**config.mk**
```make
export PLATFORM = sky130hd
export DESIGN_NAME = ps2_kbd_fifo
export DESIGN_NICKNAME = d
export VERILOG_FILES = /design/src/rtl/ps2_kbd_pkg.sv /design/src/rtl/sync_fifo.sv /design/src/rtl/ps2_kbd_fifo.sv
export SDC_FILE = /design/constraint.sdc
export NUM_CORES = 1
export LEC_CHECK = 0
export BUFFER_PORTS_ARGS = -buffer_cell sky130_fd_sc_hd__buf_2
export CORE_MARGIN = 2
export CORE_UTILIZATION = 35
export DETAILED_ROUTE_END_ITERATION = 12
export GPL_ROUTABILITY_DRIVEN = 0
export PLACE_DENSITY = 0.66
export SLEW_MARGIN = 0
export SYNTH_ARGS = -nofsm -noshare
export SYNTH_HDL_FRONTEND = slang
export SYNTH_SLANG_ARGS = --single-unit
```
**constraint.sdc**
```tcl
create_clock -name i_clk -period 2.6 [get_ports i_clk]
set_input_delay 0.39 -clock i_clk [delete_from_list [all_inputs] [get_ports i_clk]]
set_output_delay 0.39 -clock i_clk [all_outputs]
set_load 0.03 [all_outputs]
```
**src/rtl/ps2_kbd_pkg.sv**
```systemverilog
// Shared constants for the PS/2 keyboard scancode FIFO: register map,
// STATUS/CTRL bit positions and the scancode type.
package ps2_kbd_pkg;

    typedef logic [7:0] scancode_t;

    localparam logic [1:0] ADDR_DATA   = 2'd0;
    localparam logic [1:0] ADDR_STATUS = 2'd1;
    localparam logic [1:0] ADDR_CTRL   = 2'd2;
    localparam logic [1:0] ADDR_ERRCNT = 2'd3;

    localparam int ST_NEMPTY  = 0;
    localparam int ST_FULL    = 1;
    localparam int ST_OVF     = 2;
    localparam int ST_CNT_LSB = 8;

    localparam int CTRL_IRQ_EN  = 0;
    localparam int CTRL_CLR_OVF = 1;
    localparam int CTRL_FLUSH   = 2;

    // STATUS only has an 8-bit count field; deeper FIFOs pin it at 255.
    function automatic logic [7:0] sat_cnt8(input int unsigned cnt);
        logic [31:0] c;
        c = cnt;
        return (c > 32'd255) ? 8'hFF : c[7:0];
    endfunction

endpackage

```
**src/rtl/sync_fifo.sv**
```systemverilog
// Single-clock FIFO with (log2(DEPTH)+1)-bit wrapping pointers; the storage
// array is not reset, only the pointers are.
module sync_fifo
    import ps2_kbd_pkg::*;
#(
    parameter int DEPTH = 16,
    parameter int WIDTH = 8
) (
    input  logic                       i_clk,
    input  logic                       i_rst_n,
    input  logic                       i_push,
    input  logic                       i_pop,
    input  logic                       i_flush,
    input  logic [WIDTH-1:0]           i_din,
    output logic [WIDTH-1:0]           o_dout,
    output logic [$clog2(DEPTH):0]     o_count,
    output logic                       o_full,
    output logic                       o_empty
);

    localparam int AW = $clog2(DEPTH);

    logic [WIDTH-1:0] mem [DEPTH];
    logic [AW:0]      wr_ptr;
    logic [AW:0]      rd_ptr;
    logic             rd_en;
    logic             wr_en;

    assign o_empty = (wr_ptr == rd_ptr);
    assign o_full  = (wr_ptr[AW] != rd_ptr[AW]) && (wr_ptr[AW-1:0] == rd_ptr[AW-1:0]);
    assign o_count = wr_ptr - rd_ptr;
    assign o_dout  = mem[rd_ptr[AW-1:0]];

    // A pop frees the slot this cycle, so a push into a full FIFO is legal then.
    assign rd_en = i_pop && !o_empty;
    assign wr_en = i_push && (!o_full || rd_en);

    always_ff @(posedge i_clk) begin
        if (wr_en) begin
            mem[wr_ptr[AW-1:0]] <= i_din;
        end
    end

    always_ff @(posedge i_clk or negedge i_rst_n) begin
        if (!i_rst_n) begin
            wr_ptr <= '0;
            rd_ptr <= '0;
        end else if (i_flush) begin
            wr_ptr <= '0;
            rd_ptr <= '0;
        end else begin
            if (wr_en) begin
                wr_ptr <= wr_ptr + (AW+1)'(1);
            end
            if (rd_en) begin
                rd_ptr <= rd_ptr + (AW+1)'(1);
            end
        end
    end

endmodule

```
**src/rtl/ps2_kbd_fifo.sv**
```systemverilog
// PS/2 scancode receiver FIFO with a 4-register bus interface and level IRQ.
// Define PS2_KBD_FIFO_ERRCNT_EN to build in the frame-error counter.
module ps2_kbd_fifo
    import ps2_kbd_pkg::*;
#(
    parameter int DEPTH    = 16,
    parameter int ERRCNT_W = 8
) (
    input  logic        i_clk,
    input  logic        i_rst_n,
    input  logic [7:0]  i_kbd_code,
    input  logic        i_kbd_strobe,
    input  logic        i_kbd_err,
    input  logic        i_sel,
    input  logic        i_we,
    input  logic [1:0]  i_addr,
    input  logic [31:0] i_wdata,
    output logic [31:0] o_rdata,
    output logic        o_irq
);

    localparam int AW = $clog2(DEPTH);

    logic              kbd_low_q;
    logic              kbd_rise;
    logic              push;
    logic              pop;
    logic              flush;
    logic              rd_acc;
    logic              wr_acc;
    logic              ctrl_wr;
    logic              ovf;
    logic              irq_en;
    logic              full;
    logic              empty;
    logic [AW:0]       count;
    scancode_t         head;
    logic [ERRCNT_W-1:0] errcnt;
    logic [31:0]       rd_mux;
    logic              unused_wdata;

    assign unused_wdata = &{1'b0, i_wdata[31:3], 1'b0};

    // Holds "strobe was seen low"; clearing it on reset means a strobe that is
    // already high when reset releases is not taken as a new arrival.
    always_ff @(posedge i_clk or negedge i_rst_n) begin
        if (!i_rst_n) begin
            kbd_low_q <= 1'b0;
        end else begin
            kbd_low_q <= !i_kbd_strobe;
        end
    end

    assign kbd_rise = i_kbd_strobe && kbd_low_q;
    assign push     = kbd_rise && !i_kbd_err;

    assign rd_acc  = i_sel && !i_we;
    assign wr_acc  = i_sel && i_we;
    assign ctrl_wr = wr_acc && (i_addr == ADDR_CTRL);
    assign pop     = rd_acc && (i_addr == ADDR_DATA) && !empty;
    assign flush   = ctrl_wr && i_wdata[CTRL_FLUSH];

    sync_fifo #(
        .DEPTH (DEPTH),
        .WIDTH (8)
    ) u_fifo (
        .i_clk   (i_clk),
        .i_rst_n (i_rst_n),
        .i_push  (push),
        .i_pop   (pop),
        .i_flush (flush),
        .i_din   (i_kbd_code),
        .o_dout  (head),
        .o_count (count),
        .o_full  (full),
        .o_empty (empty)
    );

    always_ff @(posedge i_clk or negedge i_rst_n) begin
        if (!i_rst_n) begin
            irq_en <= 1'b0;
            ovf    <= 1'b0;
        end else begin
            if (ctrl_wr) begin
                irq_en <= i_wdata[CTRL_IRQ_EN];
            end
            if (ctrl_wr && i_wdata[CTRL_CLR_OVF]) begin
                ovf <= 1'b0;
            end else if (push && full && !pop && !flush) begin
                ovf <= 1'b1;
            end
        end
    end

`ifdef PS2_KBD_FIFO_ERRCNT_EN
    logic err_evt;
    assign err_evt = kbd_rise && i_kbd_err;

    always_ff @(posedge i_clk or negedge i_rst_n) begin
        if (!i_rst_n) begin
            errcnt <= '0;
        end else if (wr_acc && (i_addr == ADDR_ERRCNT)) begin
            errcnt <= '0;
        end else if (err_evt && (errcnt != '1)) begin
            errcnt <= errcnt + ERRCNT_W'(1);
        end
    end
`else
    assign errcnt = '0;
`endif

    always_comb begin
        rd_mux = '0;
        case (i_addr)
            ADDR_DATA: begin
                if (!empty) begin
                    rd_mux[7:0] = head;
                end
            end
            ADDR_STATUS: begin
                rd_mux[ST_NEMPTY]          = !empty;
                rd_mux[ST_FULL]            = full;
                rd_mux[ST_OVF]             = ovf;
                rd_mux[ST_CNT_LSB +: 8]    = sat_cnt8(32'(count));
            end
            ADDR_CTRL: begin
                rd_mux[CTRL_IRQ_EN] = irq_en;
            end
            default: begin
                rd_mux = 32'(errcnt);
            end
        endcase
    end

    always_ff @(posedge i_clk or negedge i_rst_n) begin
        if (!i_rst_n) begin
            o_rdata <= '0;
            o_irq   <= 1'b0;
        end else begin
            if (rd_acc) begin
                o_rdata <= rd_mux;
            end
            o_irq <= irq_en && (!empty || ovf);
        end
    end

endmodule

```
==> run metrics <==
PwrDens=between 900 and 1000 mW/mm^2; cts hold-fix bufs=0; max-cap violation count=0; post-synthesis area per instance=between 15 and 20 sq um; die area=0.0199 sq mm; H-tree levels=4; placed cell area=about 0.0071 sq mm; min Tclk post-route=between 2 and 2.5 ns; largest net degree at the start of global routing=36; clk_lat worst skew=0.43 ns; delay-heaviest family, CP=simple AND/OR/NAND/NOR gates; initial antenna violation count=0; Syn-to-layout area delta=16.3%; Die Ht=between 100 and 150 microns; r2r worst-path depth=7; Port Buf Inserts=32; Layout fillers=about 1600; vias=3544; Final HPWL DP=~8700 microns; peak per-stage delay on the critical path=around 0.46 ns; capturing point of the worst reg2reg path=u_fifo.mem[2][5]; DR pass1 iterations=4; TritonCTS clock tree=yes; Final Power=approximately 7.3 mW; worst path bufs/invs=2; Final Max Slew Viols=0; Yosys warnings=0; GRT Util Overall=between 10% and 20%; Final Hold Viols=2; Post-DRT Antenna Nets=0; Final Skew=around 0.022 ns; Via density=5.11; LEAKAGE=roughly 2.8 nW; CP startpoint kind=register; Least-Margin Pin Slew=1.07 ns; most used cell, CP=buf_4; buffer depth of the longest clock path=2; Tcrit/Tclk final=94.3%; #FFs+latches synth=155; status=finished, violations left; n_diodes=0; Clk pin slew, worst setup/hold paths=roughly 0.060 ns; Data required, critical path=between 2 and 3 ns; post-CTS resize count=0; Num Clock Sinks=between 150 and 200; Mapped Cells=roughly 390; Initial Utilization=between 30 and 40%; crit-path cells=ha_1, nand4_1, buf_4, o31ai_2, nor3_1, and2_1, buf_4; Root Buffer=clkbuf_16; die width=141 microns; Wirelength per Cell=~20 microns; Core Area=about 0.019 sq mm; first-pass GRT wire length=20500 microns; Seq/Total Area, Yosys=between 60% and 70%; CP max FO=7; arrival time worst endpoint=roughly 2.6 ns; flop-to-flop setup slack=around 0.15 ns; vias in the first global route=roughly 3400; I/O pins=81; count of cell types in the netlist=48; Final nets=506; total grt overflow=0; WHS=-0.000297 ns; CP Capture Type=register; Routed WL=13700 microns; RSZ-0062 raised after global routing=false; TritonCTS Buffers=17; relative slew slack=around 28%; max frequency=approximately 410 MHz; # Post-CTS Setup Buffers=0; share of cells above drive strength 1=25.2%; DRC violations left=0; design area=0.00765 sq mm; peak supply drop=a little over 0.5 mV; Setup-failing EPs final=0; Crit-path slowest cell=dfrtp_1; worst r2r src=u_fifo.wr_ptr[2]; DR iter-0 viols=~280; Setup WS post-layout=0.148 ns; Hold Path Class=primary input to asynchronous set/reset pin; dpl ws=0.158 ns; crit path kind=register to register; Final TNS setup=0 ns; Mapped Area=approximately 0.0066 sq mm; Row Count=50; failing checks=hold timing
-- how the worst max path moves through the flow --
stage                     start                 to  cells after the start
3_5_place_dp   u_fifo.rd_ptr[3]  u_fifo.mem[15][1]                      5
6_report       u_fifo.wr_ptr[2]   u_fifo.mem[2][5]                      7
4_1_cts        u_fifo.rd_ptr[3]  u_fifo.mem[15][7]                      5
3_3_place_gp   u_fifo.rd_ptr[3]   u_fifo.mem[2][2]                      8
2_1_floorplan  u_fifo.rd_ptr[1]   u_fifo.mem[4][0]                      7
5_1_grt        u_fifo.rd_ptr[3]   u_fifo.mem[2][2]                      8
-- routing by layer --
metal	vias up	track usage, %	share of wire [%]
met4	0	6.11	1.8
li1	1591	-	-
met1	1830	19.4	45
met3	17	3.26	5.1
met2	106	22.6	48
met5	-	0	0
-- layout make-up --
| cell class | count | area, sq um | area share, % |
|---|---|---|---|
| clock inverters | 12 | 123 | 1.60 |
| multi-input cells | 206 | 1870 | 24.5 |
| repair buffers | 60 | 383 | 5.00 |
| flip-flops and latches | 155 | 4520 | 59.1 |
| inverters | 8 | 30.0 | 0.392 |
| clock buffers | 19 | 433 | 5.66 |
| well taps | 234 | 293 | 3.83 |
-- stage by stage --
step | utilization, % | hold WS [ns] | instances
after floorplan | - | 0.0944 | 403
after global placement | 38.2 | 0.443 | 663
after detailed placement | 38.2 | 0.464 | 663
after CTS | 41.2 | 0.0128 | 694
after global routing | 41.2 | 0.0423 | 694
final | 41.2 | -0.000297 | 694
-- state kept, by name, summed over array words and instances (netlist names) --
name and flops:
u_fifo.mem 128, o_rdata 13, u_fifo.rd_ptr 5, u_fifo.wr_ptr 5, irq_en 1, kbd_low_q 1
o_irq 1, ovf 1
-- report_power, final --
part | leakage, nW | total [mW] | switching, mW | internal [mW]
sequential | 1.51 | 2.99 | 0.121 | 2.87
clock | 0.268 | 2.33 | 0.936 | 1.40
combinational | 1.02 | 1.99 | 1.13 | 0.860
-- cells by family after synthesis --
kind of cell | after synthesis | synth area share [%]
adder cells (fa/ha/maj) | 10 | 2.02
buffers and inverters | 42 | 3.90
multiplexers | 42 | 13.1
other | 1 | 0.0570
flip-flops | 155 | 68.7
AO/OA/AOI/OAI | 42 | 4.53
XOR/XNOR | 7 | 0.932
AND/OR/NAND/NOR | 86 | 6.79
-- synthesized netlist by cell type (all sizes together) --
library cell  number  area [sq um]
and3b              1          8.76
clkinv             1          3.75
nor4b              1          23.8
conb               1          3.75
mux2i              7          70.1
and4b              1          10.0
mux2               3          33.8
o211ai             1          7.51
nand4              1          6.26
and4               1          8.76
mux4              32           758
nand2b             2          12.5
a31oi              6          37.5
nor3               5          25.0
dfrtp             27           676
xor2               4          35.0
o311ai             2          25.0
o31ai              2          20.0
nand3b             1          7.51
fa                 1          20.0
a22o               5          43.8
a21oi              7          35.0
and2              17           106
nand3              6          30.0
or3                4          25.0
o21ai             10          50.0
a2111oi            1          15.0
nor2              11          41.3
o31a               1          8.76
ha                 9           113
o41ai              2          17.5
or2                1          6.26
nand2             31           116
inv                7          26.3
buf               29           208
clkbuf             5          18.8
nor4               1          6.26
o21a               4          30.0
xnor2              3          26.3
edfxtp           128          3840
nor2b              2          12.5
a22oi              1          7.51
-- cell usage in the layout (no fill, tap or decap), types with 3 or more instances in the layout --
cell type and instances:
a21oi_1 7, a22o_1 5, a31oi_1 6, and2_1 17, buf_2 32, buf_4 27, clkbuf_16 17, clkinv_1 5
conb_1 19, dfrtp_1 26, edfxtp_1 128, ha_1 9, inv_1 7, mux2_2 3, mux2i_1 7, mux4_1 10
mux4_2 22, nand2_1 31, nand3_1 6, nor2_1 11, nor3_1 5, o21a_1 4, o21ai_0 9, or3_1 4
xnor2_1 3, xor2_1 4
Power figures use the tool's default switching activity.
